## config.mk

```make
export PLATFORM = sky130hd
export DESIGN_NAME = systolic_seq_ctrl
export DESIGN_NICKNAME = d
export VERILOG_FILES = /design/src/rtl/systolic_seq_ctrl.sv
export SDC_FILE = /design/constraint.sdc
export NUM_CORES = 1
export LEC_CHECK = 0
export ABC_AREA = 1
export BUFFER_PORTS_ARGS = -buffer_cell sky130_fd_sc_hd__buf_2
export CAP_MARGIN = 20
export CORE_ASPECT_RATIO = 0.5
export CORE_MARGIN = 2
export CORE_UTILIZATION = 23
export DETAILED_ROUTE_END_ITERATION = 16
export PLACE_DENSITY = 0.48
export SLEW_MARGIN = 40
export SYNTH_ARGS = -nofsm -noshare
export SYNTH_HDL_FRONTEND = slang
export SYNTH_SLANG_ARGS = --single-unit
```

## constraint.sdc

```tcl
create_clock -name i_clk -period 17.7 [get_ports i_clk]
set_input_delay 2.655 -clock i_clk [delete_from_list [all_inputs] [get_ports i_clk]]
set_output_delay 2.655 -clock i_clk [all_outputs]
set_load 0.01 [all_outputs]
```

## src/rtl/systolic_seq_ctrl.sv

```systemverilog
// Sequencer for one NxN matrix multiply on a PE mesh: captures operands, clears
// the accumulators, streams A rows / B columns, then latches the mesh results.
// Define SYSTOLIC_SEQ_SKEW_EN for a registered-forwarding mesh with a skewed feed
// of 3N-2 steps; leave it undefined for a combinational mesh with an N-step feed.
module systolic_seq_ctrl #(
    parameter int N  = 4,
    parameter int DW = 8
) (
    input  logic                  i_clk,
    input  logic                  i_arst,
    input  logic                  i_start,
    input  logic                  i_abort,
    input  logic [N*N*DW-1:0]     i_a,
    input  logic [N*N*DW-1:0]     i_b,
    input  logic [N*N*2*DW-1:0]   i_y,
    output logic [N*DW-1:0]       o_row_a,
    output logic [N*DW-1:0]       o_col_b,
    output logic                  o_clr,
    output logic                  o_busy,
    output logic                  o_done,
    output logic [N*N*2*DW-1:0]   o_c
);

`ifdef SYSTOLIC_SEQ_SKEW_EN
    localparam int F = 3 * N - 2;
`else
    localparam int F = N;
`endif
    localparam int KW = $clog2(3 * N);
    localparam logic [KW-1:0] K_LAST = KW'(F - 1);

    typedef enum logic [2:0] {
        S_IDLE  = 3'd0,
        S_CLEAR = 3'd1,
        S_FEED  = 3'd2,
        S_DRAIN = 3'd3,
        S_DONE  = 3'd4
    } state_t;

    state_t                 state_q, state_d;
    logic [KW-1:0]          k_q, k_d;
    logic [N*N*DW-1:0]      a_q, a_d, b_q, b_d;
    logic [N*DW-1:0]        row_a_q, row_a_d, col_b_q, col_b_d;
    logic                   clr_q, clr_d, busy_q, busy_d, done_q, done_d;
    logic [N*N*2*DW-1:0]    c_q, c_d;
    int                     k_int_s;

    assign k_int_s = int'(k_d);

    // State, step counter and captured operands.
    always_ff @(posedge i_clk or posedge i_arst) begin
        if (i_arst) begin
            state_q <= S_IDLE;
            k_q     <= '0;
            a_q     <= '0;
            b_q     <= '0;
        end else begin
            state_q <= state_d;
            k_q     <= k_d;
            a_q     <= a_d;
            b_q     <= b_d;
        end
    end

    // Next-state, step counter and operand capture; abort outranks every normal transition.
    always_comb begin
        state_d = state_q;
        if (i_abort && (state_q != S_IDLE)) begin
            state_d = S_IDLE;
        end else begin
            case (state_q)
                S_IDLE: begin
                    if (i_start) begin
                        state_d = S_CLEAR;
                    end else begin
                        state_d = S_IDLE;
                    end
                end
                S_CLEAR: state_d = S_FEED;
                S_FEED: begin
                    if (k_q == K_LAST) begin
                        state_d = S_DRAIN;
                    end else begin
                        state_d = S_FEED;
                    end
                end
                S_DRAIN: state_d = S_DONE;
                S_DONE:  state_d = S_IDLE;
                default: state_d = S_IDLE;
            endcase
        end

        if ((state_q == S_FEED) && (state_d == S_FEED)) begin
            k_d = k_q + KW'(1);
        end else begin
            k_d = '0;
        end

        if ((state_q == S_IDLE) && i_start) begin
            a_d = i_a;
            b_d = i_b;
        end else begin
            a_d = a_q;
            b_d = b_q;
        end
    end

    // Output values for the upcoming state, so every output leaves a flop.
    always_comb begin
        clr_d   = (state_d == S_CLEAR);
        busy_d  = (state_d != S_IDLE);
        done_d  = (state_d == S_DONE);
        row_a_d = '0;
        col_b_d = '0;

        if (state_d == S_DONE) begin
            c_d = i_y;
        end else begin
            c_d = c_q;
        end

        if (state_d == S_FEED) begin
            for (int r = 0; r < N; r++) begin
`ifdef SYSTOLIC_SEQ_SKEW_EN
                if ((k_int_s >= r) && ((k_int_s - r) < N)) begin
                    row_a_d[r*DW +: DW] = a_q[(r*N + k_int_s - r)*DW +: DW];
                end else begin
                    row_a_d[r*DW +: DW] = '0;
                end
                if ((k_int_s >= r) && ((k_int_s - r) < N)) begin
                    col_b_d[r*DW +: DW] = b_q[((k_int_s - r)*N + r)*DW +: DW];
                end else begin
                    col_b_d[r*DW +: DW] = '0;
                end
`else
                if (k_int_s < N) begin
                    row_a_d[r*DW +: DW] = a_q[(r*N + k_int_s)*DW +: DW];
                    col_b_d[r*DW +: DW] = b_q[(k_int_s*N + r)*DW +: DW];
                end else begin
                    row_a_d[r*DW +: DW] = '0;
                    col_b_d[r*DW +: DW] = '0;
                end
`endif
            end
        end else begin
            row_a_d = '0;
            col_b_d = '0;
        end
    end

    // Output registers.
    always_ff @(posedge i_clk or posedge i_arst) begin
        if (i_arst) begin
            row_a_q <= '0;
            col_b_q <= '0;
            clr_q   <= 1'b0;
            busy_q  <= 1'b0;
            done_q  <= 1'b0;
            c_q     <= '0;
        end else begin
            row_a_q <= row_a_d;
            col_b_q <= col_b_d;
            clr_q   <= clr_d;
            busy_q  <= busy_d;
            done_q  <= done_d;
            c_q     <= c_d;
        end
    end

    assign o_row_a = row_a_q;
    assign o_col_b = col_b_q;
    assign o_clr   = clr_q;
    assign o_busy  = busy_q;
    assign o_done  = done_q;
    assign o_c     = c_q;

endmodule
```

# After elaboration in Yosys (flattened, before gate mapping)
# Cells that the tools add are included.
totals:
  ff_bits: 586
  in_bits: 516
  output_inout_bits: 323
classes:
  add_sub_neg: 7
  magnitude_cmp: 1
  n_eq_ne: 7
  shifts: 8
  n_mux: 15
  reduce_logical: 6
op_table:
  columns: ["op", "n"]
  rows:
  - ["$shiftx A128 B11 Y8", 3]
  - ["$shiftx A128 B9 Y8", 3]
  - ["$shiftx A128 B10 Y8", 1]
  - ["$shiftx A128 B8 Y8", 1]
  - ["$mux W32", 2]
  - ["$mux W8", 8]
  - ["$add A6 B2 Y7 const B", 2]
  - ["$pmux W3 S4", 1]
  - ["$add A4 B4 Y5 const A", 2]
  - ["$eq A3 B2 Y1 const B", 3]
  - ["$add A6 B1 Y7 const B", 1]
  - ["$eq A3 B1 Y1 const B", 2]
  - ["$reduce_bool A3 Y1", 2]
  - ["$add A3 B4 Y5 const A", 1]
  - ["$add A4 B1 Y4 const B", 1]
  - ["$eq A4 B2 Y1 const B", 1]
  - ["$lt A4 B3 Y1 const B", 1]
  - ["$mux W4", 1]
  - ["$eq A3 B3 Y1 const B", 1]
  - ["$logic_and A1 B1 Y1", 3]
  - ["$logic_not A3 Y1", 1]
  - ["$mux W3", 1]
  - ["$mux W1", 2]

# Logic depth before layout (Yosys ltp)
logic_depth:
  depth_word: 11
  ltp_mapped: 11
  ltp_nobuf: 10

# Worst setup path after synthesis
# No wires, ideal clock.
synth_timing:
  path_kind: "input to register"
  start: "input port i_abort"
  end: "register c_q[0], in the netlist o_c[0]"
  arrival_time_ns: 3.612
  setup_slack_ns: 13.971
  path_stages: 8
  n_path_buf: 2
  cell_sequence: "nor2_1 inv_1 nor2_1 inv_1 clkbuf_1 clkbuf_1 nand2_1 nand2_1"
synth_between:
  elab_chain_len: 3
synth_lines:
  columns: ["element", "line", "rtl"]
  rows:
  - ["from (decl)", "12", "input logic i_abort,"]
  - ["$logic_and A1 B1 Y1", "68", "if (i_abort && (state_q != S_IDLE)) begin"]
  - ["$mux W3", "68", null]
  - ["$eq A3 B3 Y1", "116", "if (state_d == S_DONE) begin"]
  - ["to (signal assigned)", "159", "c_q <= '0;"]
  - ["to (signal assigned)", "166", "c_q <= c_d;"]
  - ["to (decl)", "45", "logic [N*N*2*DW-1:0] c_q, c_d;"]
# Every way passes these cells.
# A chain may end at the register's enable or synchronous reset.

# Worst setup path in the final report
layout_timing:
  start: "input port i_start"
  end: "register row_a_q[14], in the netlist o_row_a[14]"
layout_between:
  elab_chain_len: 10
  elab_cells_between_ends: 11
  classes_between: "add/sub: 1; order compare: 1; eq/ne: 1; shift: 1; mux: 6; reduce/logical: 1"
layout_lines:
  columns: ["element", "line", "rtl"]
  rows:
  - ["from (decl)", "11", "input logic i_start,"]
  - ["$mux W1 (*)", "73", "if (i_start) begin"]
  - ["$pmux W3 S4 (*)", "71", "case (state_q)"]
  - ["$mux W3 (*)", "68", null]
  - ["$eq A3 B2 Y1 (*)", "93, 122", null]
  - ["$logic_and A1 B1 Y1", "93", "if ((state_q == S_FEED) && (state_d == S_FEED)) begin"]
  - ["$mux W4", "93", null]
  - ["$add A3 B4 Y5", "137", "row_a_d[r*DW +: DW] = a_q[(r*N + k_int_s)*DW +: DW];"]
  - ["$shiftx A128 B9 Y8", "137", null]
  - ["$mux W8", "136", "if (k_int_s < N) begin"]
  - ["$mux W32 (*)", "122", "if (state_d == S_FEED) begin"]
  - ["via row_a_d[14]", "43", "logic [N*DW-1:0] row_a_q, row_a_d, col_b_q, col_b_d;"]
  - ["to (signal assigned)", "161", "row_a_q <= row_a_d;"]
  - ["to (decl)", "43", null]
# Mark *: on every way through the listed nets, which the timed path passes. The rest lies on a longest branch.

==> impl_metrics.csv <==
group,metric,value,unit
setup_path,cp_common_cell,"nor2_1",
sta,fin_tns_setup,0,ns
sta,maxSlewViolCount,0,
place,pre_cts_slack,11.83,ns
grt,grt_max_degree,198,
synth,synth-seq-cells,586,
sta,setup_violations,0,
sta,finalHoldViolCount,0,
synth,synth_cell_types,30,
setup_path,path_buf_inv,2,
layout,stdcell_count,5031,
layout,drive_gt1_share,27.4,%
sta,max_freq,197,MHz
setup_path,crit_type,"input pin to register",
clock_tree,cts_root_buf,"clkbuf_16",
detailed_routing,drtAntennaViolNets,0,
die,die_h,232,um
setup_path,cp-startpoint,"i_start",
place,place_area,29400,um^2
clock_tree,cts.sinks,586,
clock_tree,insertion_delay,0.65,ns
setup_path,worstSetupEndpointType,"register",
setup_path,cpPeakStageDelay,0.70,ns
die,io-pin-count,839,
pwr,peakVddDrop,74.6,uV
clock_tree,ctsResizeCount,0,
layout,area_delta_synth_final,31.9,%
min_path,min_from,"o_c[76]",
synth,syn_inst,2838,
layout,final_util,30.7,%
detailed_routing,via_per_inst,4.20,
place,numPortBuffers,838,
die,die_area,107000,um^2
sta,layout_min_cycle_time,5.07,ns
synth,syn_area_per_cell,8.43,um^2
setup_path,path_cells,"buf_2 -> nand3_4 -> nand4_4 -> nor2_4 -> buf_4 -> o21ai_0 -> nor2_1 -> nor2_1",
setup_path,r2r_start,"k_q[0]",
grt,overflow,0,
synth,synthesis.area,23900,um^2
grt,track_usage,17.1,%
sta,clock_skew,0.0464,ns
layout,filler_cell_count,11160,
clock_tree,cts_buffer_depth,3,
detailed_routing,avgRoutedWirePerCell,18.9,um
sta,timing.hold.ws,0.465,ns
sta,grt_setup_unrepaired,"no",
synth,syn_nets,3355,
sta,tightest_slew,0.800,ns
clock_tree,clkTransAtPathRegs,0.07,ns
sta,setup_slack,12.63,ns
setup_path,worst_ep_arrival_time,5.62,ns
place,gp_congestion,0.863,
layout,fin_area,31600,um^2
min_path,hp-class,"register to register",
detailed_routing,drt-initial-drc-count,1467,
pwr,finalPower,4.90,mW
setup_path,slowest_stage,"buf_4",
layout,fin_nets,4113,
clock_tree,htree_num_levels,2,
detailed_routing,route.vias.total,21148,
grt,antenna_found_initial,56,
synth,ys_seq_area_share,61.3,%
detailed_routing,drt_pass1_iterations,5,
die,core_region_area,103000,um^2
pwr,p_leak,17.1,nW
synth,yosysWarnings,0,
clock_tree,hold_buffers,0,
die,fp.dieW,460,um
die,initial_utilization,23.3,%
detailed_routing,drc_errors,0,
outcome,outcome,"completed",
setup_path,crit_fanout,61,
grt,grt_pass1_wl,137,mm
clock_tree,cts_buffers,58,
place,dp_cells,4895,
place,dp_hpwl,68.3,mm
sta,timing.slew.headroom,46.6,%
sta,period_share,28.6,%
die,row_count,83,
clock_tree,cts_tree,"built",
pwr,p_per_area,155,nW/um^2
setup_path,startpoint_type,"input pin",
setup_path,crit_family,"simple AND/OR/NAND/NOR gates",
clock_tree,postCtsSetupBuffers,0,
detailed_routing,routed_wl,94.9,mm
flow_run,maxCapViolCount,0,
setup_path,cp.required,18.26,ns
setup_path,rrSetupSlack,14.03,ns
grt,grt_pass1_vias,21009,
layer usage:
| metal | track usage, % | routed length [um] | up-vias |
|---|---|---|---|
| met2 | 29.2 | 48800 | 487 |
| met4 | 7.78 | 3000 | 6 |
| met3 | 3.53 | 4610 | 155 |
| met5 | 0 | 34 | - |
| li1 | - | - | 10191 |
| met1 | 20.6 | 38500 | 10309 |
report_power, final:
group          total (mW)  internal, mW  switching, mW
registers            2.11          1.86          0.252
clock network        1.35         0.773          0.573
logic                1.44         0.524          0.917
final timing paths:
kind,to,cells after the start
worst max-delay path,o_row_a[14],8
worst min-delay path,o_c[76],2
worst max register to register,o_row_a[14],8
worst min register to register,o_c[76],2
max in group asynchronous,a_q[108],7
min in group asynchronous,o_c[60],3
sequential cells by signal (all words and copies together) (netlist names):
register / flops
a_q: 128
b_q: 128
k_q: 4
o_busy: 1
o_c: 256
o_clr: 1
o_col_b: 32
o_done: 1
o_row_a: 32
state_q: 3
final cells by class:
type	instances	area [um^2]	share of cell area (%)
flip-flops and latches	586	14700	46.5
diodes	34	85.1	0.270
clock inverters	21	397	1.26
inverters	166	654	2.07
repair buffers	860	4540	14.4
clock buffers	80	1620	5.15
multi-input cells	1924	7880	25.0
well taps	1360	1700	5.39
synth_stat cells:
library cell / number / area, um^2
nand3_4: 1 / 17.5
buf_6: 8 / 90.1
buf_1: 6 / 22.5
o21ai_1: 1 / 5.00
nor3b_1: 1 / 7.51
nand4_4: 1 / 21.3
inv_2: 1 / 3.75
xnor2_1: 1 / 8.76
buf_2: 59 / 295
dfrtp_1: 586 / 14700
nor2_1: 164 / 616
a21oi_1: 3 / 15.0
xor2_1: 1 / 8.76
nor2_4: 3 / 33.8
buf_4: 8 / 60.1
nand4_1: 1 / 6.26
nand2_2: 3 / 18.8
ha_1: 1 / 12.5
a21oi_2: 30 / 263
nand3_1: 66 / 330
clkbuf_1: 81 / 304
a21oi_4: 1 / 16.3
inv_1: 163 / 612
nor2_8: 1 / 20.0
nand2_1: 1426 / 5350
o21bai_1: 7 / 52.6
nor2_2: 1 / 6.26
o21ai_0: 211 / 1060
clkinv_1: 1 / 3.75
inv_4: 1 / 6.26
cells by family (layout without fill, tap and decap cells):
| family | count (synthesis) | after routing | share of synthesized area (%) |
|---|---|---|---|
| flops | 586 | 586 | 61.3 |
| buf+inv | 328 | 1127 | 5.84 |
| compound gates | 253 | 253 | 5.88 |
| other cells | 0 | 34 | 0 |
| simple gates | 1668 | 1668 | 26.9 |
| fa+ha+maj | 1 | 1 | 0.0523 |
| xor+xnor | 2 | 2 | 0.0732 |
cell usage in the layout (no fill, tap or decap), types with 3 or more instances in the layout:
| master | synthesis | final |
|---|---|---|
| buf_16 | 0 | 5 |
| nand2_1 | 1426 | 1426 |
| buf_6 | 8 | 7 |
| o21ai_0 | 211 | 211 |
| diode_2 | 0 | 34 |
| clkinvlp_4 | 0 | 3 |
| inv_1 | 163 | 161 |
| dfrtp_1 | 586 | 585 |
| a21oi_2 | 30 | 30 |
| nand3_1 | 66 | 66 |
| clkinv_2 | 0 | 5 |
| bufinv_16 | 0 | 9 |
| buf_4 | 8 | 5 |
| nor2_4 | 3 | 4 |
| clkbuf_8 | 0 | 10 |
| buf_2 | 59 | 838 |
| clkbuf_1 | 81 | 13 |
| buf_12 | 0 | 4 |
| a21oi_1 | 3 | 3 |
| clkbuf_16 | 0 | 58 |
| o21bai_1 | 7 | 7 |
| nor2_1 | 164 | 163 |
worst reg2reg max path, stage by stage (launching register included):
cell and delay (ns):
dfrtp_4 0.68, ha_1 0.34, nand3_1 0.14, nand4_4 0.58, nor2_4 0.70, buf_4 0.70
o21ai_0 0.26, nor2_1 0.13, nor2_1 0.05
No activity file was read; power rests on OpenSTA's default activity.
